[config.mk]
export PLATFORM = sky130hd
export DESIGN_NAME = ins_mem_loader
export DESIGN_NICKNAME = d
export VERILOG_FILES = /design/src/rtl/ins_mem_loader.sv
export SDC_FILE = /design/constraint.sdc
export NUM_CORES = 1
export LEC_CHECK = 0
export CORE_ASPECT_RATIO = 1.75
export CORE_UTILIZATION = 53
export CTS_CLUSTER_DIAMETER = 60
export DETAILED_ROUTE_END_ITERATION = 10
export GPL_ROUTABILITY_DRIVEN = 0
export PLACE_DENSITY = 0.87
export SYNTH_ARGS = -nofsm -noshare
export SYNTH_HDL_FRONTEND = slang
export SYNTH_SLANG_ARGS = --single-unit
[constraint.sdc]
create_clock -name CLK -period 2 [get_ports CLK]
set_input_delay 0.3 -clock CLK [delete_from_list [all_inputs] [get_ports CLK]]
set_output_delay 0.3 -clock CLK [all_outputs]
set_load 0.1 [all_outputs]
[src/rtl/ins_mem_loader.sv]
// Instruction-memory writer: packs a valid/ready byte stream big-endian into
// 32-bit words, writes them at sequential word addresses and stalls the CPU meanwhile.
module ins_mem_loader #(
  parameter int ADDR_W = 6
) (
  input  logic              CLK,
  input  logic              Reset,
  input  logic              Start,
  input  logic [7:0]        ByteIn,
  input  logic              ByteValid,
  input  logic              ByteLast,
  output logic              ByteReady,
  output logic              MemWE,
  output logic [ADDR_W-1:0] MemAddr,
  output logic [31:0]       MemData,
  output logic              CpuHold,
  output logic              Busy,
  output logic              Done,
  output logic              Error,
  output logic [ADDR_W:0]   WordsLoaded
);

  typedef enum logic [2:0] {
    IDLE  = 3'd0,
    RECV  = 3'd1,
    WRITE = 3'd2,
    DONE  = 3'd3,
    ERR   = 3'd4
  } state_t;

  localparam logic [ADDR_W-1:0] ADDR_MAX  = {ADDR_W{1'b1}};
  localparam logic [ADDR_W-1:0] ADDR_ONE  = {{(ADDR_W-1){1'b0}}, 1'b1};
  localparam logic [ADDR_W:0]   COUNT_ONE = {{ADDR_W{1'b0}}, 1'b1};

  state_t            state;
  state_t            stateNext;
  logic [ADDR_W-1:0] addr;
  logic [ADDR_W-1:0] addrNext;
  logic [1:0]        byteCnt;
  logic [1:0]        byteCntNext;
  logic [31:0]       word;
  logic [31:0]       wordNext;
  logic              lastFlag;
  logic              lastFlagNext;
  logic [ADDR_W:0]   wordsLoadedNext;
  logic              xfer;

  // ByteReady is the registered image of state==RECV, so it is the handshake term.
  assign xfer = ByteValid && ByteReady;

  // Next-state, datapath and word-count decisions.
  always_comb begin
    stateNext       = state;
    addrNext        = addr;
    byteCntNext     = byteCnt;
    wordNext        = word;
    lastFlagNext    = lastFlag;
    wordsLoadedNext = WordsLoaded;
    case (state)
      IDLE, DONE, ERR: begin
        if (Start) begin
          stateNext       = RECV;
          addrNext        = {ADDR_W{1'b0}};
          byteCntNext     = 2'd0;
          lastFlagNext    = 1'b0;
          wordsLoadedNext = {(ADDR_W+1){1'b0}};
        end else begin
          stateNext = state;
        end
      end
      RECV: begin
        if (xfer) begin
          wordNext = {word[23:0], ByteIn};
          if (byteCnt == 2'd3) begin
            stateNext    = WRITE;
            lastFlagNext = ByteLast;
          end else if (ByteLast) begin
            // Program ended mid-word: abort without writing the fragment.
            stateNext       = ERR;
            wordsLoadedNext = {1'b0, addr};
          end else begin
            byteCntNext = byteCnt + 2'd1;
          end
        end else begin
          stateNext = RECV;
        end
      end
      WRITE: begin
        if (lastFlag) begin
          stateNext       = DONE;
          wordsLoadedNext = {1'b0, addr} + COUNT_ONE;
        end else if (addr == ADDR_MAX) begin
          stateNext       = ERR;
          wordsLoadedNext = {1'b0, addr} + COUNT_ONE;
        end else begin
          stateNext   = RECV;
          addrNext    = addr + ADDR_ONE;
          byteCntNext = 2'd0;
        end
      end
      default: begin
        stateNext = IDLE;
      end
    endcase
  end

  // State, datapath and registered output updates.
  always_ff @(posedge CLK) begin
    if (Reset) begin
      state       <= IDLE;
      addr        <= {ADDR_W{1'b0}};
      byteCnt     <= 2'd0;
      word        <= 32'd0;
      lastFlag    <= 1'b0;
      ByteReady   <= 1'b0;
      MemWE       <= 1'b0;
      MemAddr     <= {ADDR_W{1'b0}};
      MemData     <= 32'd0;
      CpuHold     <= 1'b0;
      Busy        <= 1'b0;
      Done        <= 1'b0;
      Error       <= 1'b0;
      WordsLoaded <= {(ADDR_W+1){1'b0}};
    end else begin
      state       <= stateNext;
      addr        <= addrNext;
      byteCnt     <= byteCntNext;
      word        <= wordNext;
      lastFlag    <= lastFlagNext;
      ByteReady   <= (stateNext == RECV);
      MemWE       <= (stateNext == WRITE);
      CpuHold     <= (stateNext == RECV) || (stateNext == WRITE) || (stateNext == ERR);
      Busy        <= (stateNext == RECV) || (stateNext == WRITE);
      Done        <= (stateNext == DONE);
      Error       <= (stateNext == ERR);
      WordsLoaded <= wordsLoadedNext;
      if (stateNext == WRITE) begin
        MemAddr <= addr;
        MemData <= wordNext;
      end
    end
  end

endmodule

* Word level (Yosys, flattened, before mapping) *
Cells that the tools add are included.

word-level totals
  bits in registers = 95
  latch bits = 0
  bits in writable memories = 0
  ROM bits = 0
  input port bits = 13
  output and inout bits = 51
  logic and storage cells = 79
  memories = 0

operators by class
  $add $sub $neg = 3
  $mul = 0
  div/mod/pow operators = 0
  order comparisons = 0
  equal/unequal tests = 19
  shift operators = 0
  mux-type cells = 31
  bitwise gates (word level) = 0
  reductions and logical operators = 12

operator list
  operator                                              number
  two-way mux 32 bit                                    2
  two-way mux 7 bit                                     6
  one-hot mux 7 bit (3 select lines)                    1
  two-way mux 3 bit                                     6
  two-way mux 6 bit                                     3
  != test 2 bit (second input constant)                 8
  equality test 3 x 2 -> 1 bit (second input constant)  4
  two-way mux 2 bit                                     6
  one-hot mux 6 bit (2 select lines)                    1
  one-hot mux 3 bit (3 select lines)                    1
  AND reduction 4 bit                                   2
  adder 6 x 1 -> 7 bit (second input constant)          1
  AND reduction 7 bit                                   1
  adder 6 x 1 -> 6 bit (second input constant)          1
  equality test 3 x 1 -> 1 bit (second input constant)  2
  equality test 3 bit (second input constant)           2
  equality test 6 bit (second input constant)           1
  one-hot mux 2 bit (3 select lines)                    1
  AND reduction 6 bit                                   1
  nonzero test 2 bit                                    2
  zero test 3 bit                                       1
  two-way mux 1 bit                                     3
  != test 3 bit (second input constant)                 1
  nonzero test 3 bit                                    1
  6 further kinds                                       7

* Longest topological paths before layout *
Gate-level depths: netlist of the first run.

  depth in word-level cells = 7
  mapped depth = 9
  gate-level depth less buffers = 6

* Least setup slack after synthesis of the first run *
No wires, ideal clock.

  kind = reg2reg
  start = reg ByteReady
  end = reg MemData[4]
  setup time = 0.080 ns
  data arrival time = 2.268 ns
  data required time = 1.920 ns
  setup slack = -0.347 ns
  cell stages (with the launch flop) = 10
  path buffers = 4
  period minus slack after synthesis = 2.347 ns
  path through = dfxtp_1 -> and2_1 -> clkbuf_1 -> and2_1 -> buf_4 -> o21a_1 -> buf_6 -> buf_8 -> nor2_1 -> a211oi_2

between the ends
  longest elaborated chain between the ends = 4
  elaborated cells between the ends (all ways) = 6
  classes of those cells = eq/ne: 1; mux: 4; reduce/logical: 1

ends and longest elaborated chain
  item                                RTL line  source
  start, declared                     12        output logic ByteReady,
  start signal, assigned              130       ByteReady <= (stateNext == RECV);
  logical AND 1 bit *                 49        assign xfer = ByteValid && ByteReady;
  two-way mux 3 bit                   72        if (xfer) begin
  one-hot mux 3 bit (3 select lines)  59        case (state)
  equality test 3 x 2 -> 1 bit        137       if (stateNext == WRITE) begin
  end signal, assigned                139       MemData <= wordNext;
  end, declared                       15        output logic [31:0] MemData,

Every way passes the cells marked *; elsewhere a longest branch is shown, timed or not.
A chain may end at the register's enable or synchronous reset.

* Worst setup path after layout of the first run *
  start = reg state[0]
  end = reg byteCnt[0]

between the ends
  longest elaborated chain between the ends = 4
  elaborated cells between the ends (all ways) = 15
  classes of those cells = eq/ne: 10; mux: 1; reduce/logical: 4

ends and longest elaborated chain
  item                                                                  RTL line  source
  start, declared                                                       35        state_t state;
  start signal, assigned                                                125       state <= stateNext;
  equality test 3 x 2 -> 1 bit (tied with other cells)                  59
  OR reduction 3 bit                                                    59
  != test 2 bit (no line) / nonzero test 3 bit (equally long branches)  -
  AND reduction 7 bit (no line)                                         -
  end signal, assigned                                                  127       byteCnt <= byteCntNext;
  end, declared                                                         39        logic [1:0] byteCnt;

Parallel ways exist; a longest one is shown, timed or not.

==> flow_summary.toml, run 1 <==
[clock_network]
ctsResizeCount = 0
clkTransAtPathRegs_ns = 0.06
cts_root_buf = "clkbuf_16"
cts_tree = "done"
cts_setup_buffers = 0
hold_buffers = 0
cts_buffers = 9
cts.sinks = 95
clk-insertion-delay-late_ns = 0.34
cts_max_level = 3
cts.path.max_buffers = 2

[floorplanning]
ioPinCount = 64
dieArea_sq_um = 7760
coreArea_sq_um = 7180
rows = 41
die_w_microns = 67.0
die_h_microns = 116
initial_utilization_pct = 54.6

[cells_and_area]
multiInputGateArea_sq_um = 1810
final_cells = 554
diodes = 0
nFillCells = 542
final_util_pct = 67.9
nets = 479
syn2layout_area_growth_pct = 24.4
ff_latch_area_sq_um = 1910
drive_above_1_share_pct = 28.6

[power]
leakage_nw = 1.82
peakVddDrop_uv = 687
seq_power_share_pct = 45.4
netSwitchingPower_mw = 1.01
p_per_area_nw_per_um2 = 876
p_comb_share_pct = 10.7
power.internal_mw = 3.26
switching_share_pct = 23.7
finalPower_mw = 4.27
clockPowerShare_pct = 43.8

[synth]
synth-seq-cells = 95
avgSynthCellArea_sq_um = 9.83
synth.area.top_cells = "dfxtp_1 48%, a211oi_2 10%, mux2i_1 8.9%"
synth_edf_count = 0
ys.flop_type = "dfxtp_1"
synth_area_leader_cell = "dfxtp_1"
synth_nets = 414
yosysTopAreaCellShare_pct = 48.5
synth_warnings = 0
yosysSeqAreaShare_pct = 48.5
syn_area_sq_um = 3920
ys_types = 50
syn_inst = 399
synth-async-reset-ratio_pct = 0
yosys-top-cells-count = "95 x dfxtp_1, 80 x nor2_1, 35 x mux2i_1"
synth.most_common_cell = "dfxtp_1"

[routing]
vias_per_cell = 5.55
ant_nets = 0
vias = 3072
dr.pass1.iters = 4
routedWlPerCell_microns = 15.8
drt_wl_total_microns = 8750
drc = 0
drtIter0Drc = 173

[job]
cap_violations = 0

[sta]
relSlewSlack_pct = 63.5
fin_worst_skew_ns = 0.00451
maxSlewViolCount = 0
rsz0062_at_grt = "no"
finalHoldViolations = 0
max_clock_freq_mhz = 541
final-setup-viol-count = 0
layout_min_cycle_time_ns = 1.85
max_slew.worst_pin.slew_ns = 0.545
period_share_pct = 92.4
whs_ns = 0.421

[critical_path]
max_stage_delay_ns = 0.52
worstPathCellList = "buf_4 -> or3b_1 -> or4_1 -> a21oi_1"
path_max_fanout = 10
required_ns = 2.27
endpoint_kind = "register"
arrival_ns = 2.11
r2r_setup_slack_ns = 0.15
cpMaxStageDelayCell = "or4_1"
start_kind = "register"
crit_type = "register to register"

[global_route]
overflow = 0
grt_max_degree = 45
grt_pass1_wl_microns = 14300
antenna_found_initial = 0
globalRouteTotalUtil_pct = 25.0
grt_pass1_vias = 3137

[min_path]
hold_class = "primary input to register"

[place]
place.port_buffers = 63
dp_hpwl_microns = 6340
post-place-cells = 539

[outcome]
status = "finished, final reports clean"
[worst paths after layout]
kind,end,depth (start not counted),from
worst max-delay path,byteCnt[0]$_SDFFE_PP0P_,4,state[0]$_SDFF_PP0_
worst min-delay path,Error$_SDFF_PP0_,2,Reset
worst max register to register,byteCnt[0]$_SDFFE_PP0P_,4,state[0]$_SDFF_PP0_
worst min register to register,WordsLoaded[2]$_SDFFE_PP0P_,2,WordsLoaded[2]$_SDFFE_PP0P_
[power groups by stage]
stage	combinational [mW]	sequential [mW]	clock, mW
6_report	0.459	1.94	1.87
5_1_grt	0.485	1.94	1.98
4_1_cts	0.459	1.94	1.90
3_5_place_dp	0.456	1.98	0
3_3_place_gp	0.449	1.98	0
2_1_floorplan	0.210	2.10	0
[critical path: cells and delay by family (launching register included)]
kind,cells,cell delay [ns]
flops,1,0.49
simple gates,2,0.95
compound gates,1,0.14
buf+inv,1,0.21
[cell families after synthesis]
| logic type | synth area share, % |
|---|---|
| flip-flops | 48.5 |
| AND/OR/NAND/NOR | 17.5 |
| AO/OA/AOI/OAI | 18.9 |
| multiplexers | 8.93 |
| adder cells (fa/ha/maj) | 0.638 |
| buffers and inverters | 5.52 |
[routing by layer]
layer,share of wire [%],GRT usage [%],routed length [microns]
met5,0,0,0
met4,4.3,15.7,380
met3,3.0,5.91,263
met2,56,44.4,4870
met1,37,25.1,3230
[final cells by class]
class,instances,share of cell area [%]
Sequential cell,95,39.1
Multi-Input combinational cell,269,37.0
Timing Repair Buffer,84,14.5
Clock buffer,12,5.46
Tap cell,86,2.21
Clock inverter,3,1.33
Inverter,5,0.385
[through the flow]
| step | area, sq um | worst slack, ns | TNS, ns |
|---|---|---|---|
| 3_3_place_gp | 4550 | -0.00873 | -0.0150 |
| 4_1_cts | 4880 | 0.163 | 0 |
| 3_5_place_dp | 4550 | -0.0712 | -0.903 |
| 2_1_floorplan | 3930 | 0.126 | 0 |
| 6_report | 4880 | 0.153 | 0 |
| 5_1_grt | 4880 | 0.00157 | 0 |
[flip-flops by register name (all words and copies together), names as in the netlist]
register	cells
byteCnt	2
MemAddr	6
ByteReady	1
CpuHold	1
word	32
state	3
Done	1
MemData	32
lastFlag	1
addr	6
Error	1
WordsLoaded	7
MemWE	1
Busy	1
[layout by cell type (no fill, tap or decap), types with 3 or more instances in the layout]
cell / Yosys / layout
a211oi_2: 32 / 32
a21oi_1: 22 / 22
a31oi_1: 4 / 4
buf_12: 0 / 4
buf_4: 8 / 69
clkbuf_16: 0 / 9
clkbuf_8: 0 / 3
clkdlybuf4s50_1: 0 / 11
dfxtp_1: 95 / 94
inv_1: 4 / 4
mux2i_1: 35 / 35
nand2_1: 28 / 28
nand3_1: 5 / 5
nor2_1: 80 / 80
nor2b_1: 5 / 5
nor3_1: 5 / 5
nor3b_2: 3 / 3
o21ai_0: 6 / 6
o21ai_1: 3 / 3
Note: power is estimated with default switching activity, not from simulation.
==> run 2, diff against run 1 <==
--- a/config.mk
+++ b/config.mk
@@ -5,8 +5,10 @@
 export SDC_FILE = /design/constraint.sdc
 export NUM_CORES = 1
 export LEC_CHECK = 0
+export CELL_PAD_IN_SITES_DETAIL_PLACEMENT = 0
+export CELL_PAD_IN_SITES_GLOBAL_PLACEMENT = 2
 export CORE_ASPECT_RATIO = 1.75
-export CORE_UTILIZATION = 53
+export CORE_UTILIZATION = 33
 export CTS_CLUSTER_DIAMETER = 60
 export DETAILED_ROUTE_END_ITERATION = 10
 export GPL_ROUTABILITY_DRIVEN = 0
==> constraint.sdc (replaced) <==
create_clock -name CLK -period 2 [get_ports CLK]
set_input_delay 0.3 -clock CLK [delete_from_list [all_inputs] [get_ports CLK]]
set_output_delay 0.3 -clock CLK [all_outputs]
set_load 0.005 [all_outputs]
==> flow_summary.toml, run 2 (synthesis results as in run 1) <==
[outcome]
status = "finished with violations"
violations = "design-rule violations"

[routing]
ant_nets = 0
vias = 3032
routedWlPerCell_microns = 15.3
dr.pass1.iters = 7
drt_wl_total_microns = 9270
drtIter0Drc = 82
drc = 2
vias_per_cell = 5.00

[critical_path]
crit_type = "register to register"
r2r_setup_slack_ns = 0.16
start_kind = "register"
required_ns = 2.26
path_max_fanout = 6
arrival_ns = 2.10
endpoint_kind = "register"

[clock_network]
clkTransAtPathRegs_ns = 0.06
cts_buffers = 9
cts_tree = "done"
hold_buffers = 0
cts_max_level = 3
clk-insertion-delay-late_ns = 0.34
cts.sinks = 95
cts.path.max_buffers = 2
cts_root_buf = "clkbuf_16"

[sta]
max_slew.worst_pin.slew_ns = 0.509
finalHoldViolations = 0
relSlewSlack_pct = 65.6
tns_ns = 0
max_clock_freq_mhz = 544
layout_min_cycle_time_ns = 1.84
final-setup-viol-count = 0
period_share_pct = 92.0
maxSlewViolCount = 0
setup_slack_ns = 0.161
fin_worst_skew_ns = 0.00481
rsz0062_at_grt = "no"

[floorplanning]
ioPinCount = 64
die_h_microns = 146
dieArea_sq_um = 12300
coreArea_sq_um = 11600
initial_utilization_pct = 33.9
rows = 52
die_w_microns = 84.4

[cells_and_area]
nets = 481
final_common_cell = "dfxtp_1"
nFillCells = 1149
final_util_pct = 43.4
diodes = 0
syn2layout_area_growth_pct = 28.1
reg.largest.list = "MemData: 32 flops, word: 32 flops, WordsLoaded: 7 flops"
final_cell_mix = "94 x dfxtp_1, 80 x nor2_1, 62 x clkdlybuf4s50_1, 35 x mux2i_1, 32 x a211oi_2"
drive_above_1_share_pct = 18.5

[global_route]
globalRouteTotalUtil_pct = 15.7
grt_pass1_vias = 2931
overflow = 0
grt_pass1_wl_microns = 15000
antenna_found_initial = 0
grt_max_degree = 42

[power]
p_per_area_nw_per_um2 = 779
leakage_nw = 1.70
peakVddDrop_uv = 501

[min_path]
hold_class = "primary input to register"

[place]
dp_hpwl_microns = 6840
place.port_buffers = 63
pre_cts_slack_ns = -0.0533

[job]
cap_violations = 0
==> run 2: final timing paths <==
kind | depth (start not counted) | end | start
worst min register to register | 2 | WordsLoaded[4]$_SDFFE_PP0P_ | WordsLoaded[4]$_SDFFE_PP0P_
worst max-delay path | 6 | byteCnt[0]$_SDFFE_PP0P_ | byteCnt[0]$_SDFFE_PP0P_
worst min-delay path | 2 | MemWE$_SDFF_PP0_ | Reset
worst max register to register | 6 | byteCnt[0]$_SDFFE_PP0P_ | byteCnt[0]$_SDFFE_PP0P_
==> run 2: cell type report <==
type,instances,area [sq um],share of cell area [%]
Sequential cell,95,1900,37.9
Multi-Input combinational cell,269,1810,36.1
Timing Repair Buffer,86,838,16.7
Clock buffer,11,243,4.83
Tap cell,135,169,3.36
Clock inverter,5,38.8,0.772
Inverter,5,18.8,0.374
==> run 2: through the flow <==
stage               std cells  total power [mW]  hold slack, ns  area (sq um)
global placement          590              2.34           0.447          4730
detailed placement        590              2.34           0.450          4730
floorplan                 399              2.19           0.448          3920
CTS                       606              3.97           0.403          5020
global route              606              4.08           0.435          5020
finish                    606              3.91           0.396          5020
==> run 2: layer usage <==
metal  routed length, microns  vias up  global-route usage (%)
met3                      252       14                    2.32
met1                     3460     1442                    16.5
met2                     5340       54                    30.3
met4                      208        0                    7.29
li1                         -     1522                       -
met5                        0        -                       0
==> run 2: critical path, stage by stage (launching register included) <==
cell     delay [ns]
dfxtp_1        0.33
ha_2           0.24
nor3b_2        0.19
a221o_1        0.30
nand2_1        0.14
or4_1          0.41
a21oi_1        0.16
==> run 2: power by group <==
group | internal, mW | total, mW | switching [mW]
sequential | 1.92 | 1.94 | 0.0198
combinational | 0.164 | 0.357 | 0.193
clock | 0.886 | 1.62 | 0.730
==> run 2: timing repair <==
item	in CTS	in global routing
resized for setup	1	2
setup endpoints to repair	1	2
pin swaps	1	1
buffers inserted	0	0
==> run 3, diff against run 2 <==
--- a/config.mk
+++ b/config.mk
@@ -5,6 +5,7 @@
 export SDC_FILE = /design/constraint.sdc
 export NUM_CORES = 1
 export LEC_CHECK = 0
+export CAP_MARGIN = 20
 export CELL_PAD_IN_SITES_DETAIL_PLACEMENT = 0
 export CELL_PAD_IN_SITES_GLOBAL_PLACEMENT = 2
 export CORE_ASPECT_RATIO = 1.75
@@ -13,6 +14,7 @@
 export DETAILED_ROUTE_END_ITERATION = 10
 export GPL_ROUTABILITY_DRIVEN = 0
 export PLACE_DENSITY = 0.87
+export SETUP_SLACK_MARGIN = 0.02
 export SYNTH_ARGS = -nofsm -noshare
 export SYNTH_HDL_FRONTEND = slang
 export SYNTH_SLANG_ARGS = --single-unit
==> flow_summary.toml, run 3 (synthesis results as in run 1) <==
[routing]
drtIter0Drc = 83
dr.pass1.iters = 7
vias_per_cell = 5.02
vias = 3049
drc = 2
drt_wl_total_microns = 9310
routedWlPerCell_microns = 15.3
ant_nets = 0

[critical_path]
required_ns = 2.21
r2r-end = "WordsLoaded[3]$_SDFFE_PP0P_"
start_kind = "register"
worst-r2r-cell-count = 6
r2r_setup_slack_ns = 0.12
endpoint_kind = "register"
r2r_start = "state[2]$_SDFF_PP0_"
path_max_fanout = 13
arrival_ns = 2.09
crit_type = "register to register"

[floorplanning]
die_h_microns = 146
die_w_microns = 84.4
dieArea_sq_um = 12300
rows = 52
coreArea_sq_um = 11600
initial_utilization_pct = 33.9
ioPinCount = 64

[power]
seq_power_share_pct = 49.3
peakVddDrop_uv = 501
p_per_area_nw_per_um2 = 779
p_comb_share_pct = 9.6
power.internal_mw = 2.98
switching_share_pct = 24.1
clockPowerShare_pct = 41.1
finalPower_mw = 3.93
netSwitchingPower_mw = 0.947
leakage_nw = 1.71

[sta]
rsz0062_at_grt = "no"
relSlewSlack_pct = 62.0
period_share_pct = 94.0
max_clock_freq_mhz = 532
max_slew.worst_pin.slew_ns = 0.562
final-setup-viol-count = 0
fin_worst_skew_ns = 0.00359
layout_min_cycle_time_ns = 1.88
maxSlewViolCount = 0
finalHoldViolations = 0

[cells_and_area]
syn2layout_area_growth_pct = 28.6
reg.largest.list = "MemData: 32 flops, word: 32 flops, WordsLoaded: 7 flops"
final_common_cell = "dfxtp_1"
diodes = 0
drive_above_1_share_pct = 18.6
final_cell_mix = "94 x dfxtp_1, 80 x nor2_1, 62 x clkdlybuf4s50_1, 35 x mux2i_1, 32 x a211oi_2"
nets = 482
final_util_pct = 43.6

[outcome]
status = "finished with violations"
violations = "design-rule violations"

[global_route]
grt_pass1_wl_microns = 15000
grt_max_degree = 42
overflow = 0
antenna_found_initial = 0
globalRouteTotalUtil_pct = 15.7
grt_pass1_vias = 2931

[place]
place.port_buffers = 63
dp_hpwl_microns = 6840

[clock_network]
hold_buffers = 0
cts_tree = "done"
cts.path.max_buffers = 2
cts_root_buf = "clkbuf_16"
clk-insertion-delay-late_ns = 0.34
clkTransAtPathRegs_ns = 0.07
cts_buffers = 9
cts_max_level = 3
cts.sinks = 95

[job]
cap_violations = 0

[min_path]
min_from = "Reset"
holdPathStages = 2
whs_endpoint = "MemWE$_SDFF_PP0_"
hold_class = "primary input to register"
[run 3: cell count changes in the layout (fill, tap and decap cells not counted), sizes merged]
cell,previous run,this run
buf,24,25
[run 3: metal layers]
layer	GRT usage, %	up-vias	routed length [microns]
met1	16.5	1454	3490
met5	0	-	0
met4	7.29	0	209
met3	2.32	14	233
li1	-	1526	-
met2	30.3	55	5370
[run 3: how the worst max path moves through the flow]
stage	from	endpoint	slack [ns]	cells after the start
after floorplan	state[1]$_SDFF_PP0_	WordsLoaded[0]$_SDFFE_PP0P_	0.28	6
after global placement	Start	WordsLoaded[1]$_SDFFE_PP0P_	0.006	6
after detailed placement	Start	byteCnt[0]$_SDFFE_PP0P_	-0.05	6
after CTS	byteCnt[0]$_SDFFE_PP0P_	byteCnt[0]$_SDFFE_PP0P_	0.06	6
after global routing	byteCnt[0]$_SDFFE_PP0P_	byteCnt[0]$_SDFFE_PP0P_	0.05	6
final	state[2]$_SDFF_PP0_	WordsLoaded[3]$_SDFFE_PP0P_	0.12	6
[run 3: final cells by class]
| type | count | area [sq um] |
|---|---|---|
| Fill cell | 1149 | 6540 |
| Sequential cell | 95 | 1900 |
| Multi-Input combinational cell | 269 | 1810 |
| Timing Repair Buffer | 87 | 858 |
| Clock buffer | 11 | 243 |
| Tap cell | 135 | 169 |
| Clock inverter | 5 | 38.8 |
| Inverter | 5 | 18.8 |
[run 3: stage by stage]
step                      hold WS (ns)  cell area (sq um)  std cells  setup TNS (ns)  worst slack [ns]
after global placement           0.447               4730        590               0           0.00557
after CTS                        0.403               5020        606               0            0.0624
after global routing             0.435               5040        607               0            0.0472
after detailed placement         0.450               4730        590         -0.0621           -0.0533
after floorplan                  0.448               3920        399               0             0.282
final                            0.401               5040        607               0             0.120
[run 3: worst max-delay path, cell delays in order (launching register included)]
cell	delay, ns
dfxtp_1	0.45
or3b_1	0.47
a211o_4	0.37
nand3_4	0.11
buf_12	0.12
mux2i_1	0.17
nor2_1	0.05
[run 3: repair_timing]
| action | 4_1_cts | 5_1_grt |
|---|---|---|
| gates resized for setup | 1 | 2 |
| gates cloned | 0 | 0 |
| pin swaps | 1 | 2 |
| setup endpoints to repair | 1 | 2 |
| setup buffers | 0 | 1 |
| hold endpoints to repair | 0 | 0 |
[run 3: power groups by stage]
stage / Clock, mW / Sequential (mW) / Combinational (mW)
floorplan: 0 / 1.98 / 0.210
global placement: 0 / 1.98 / 0.358
detailed placement: 0 / 1.98 / 0.360
CTS: 1.67 / 1.94 / 0.361
global route: 1.74 / 1.94 / 0.408
finish: 1.62 / 1.94 / 0.376
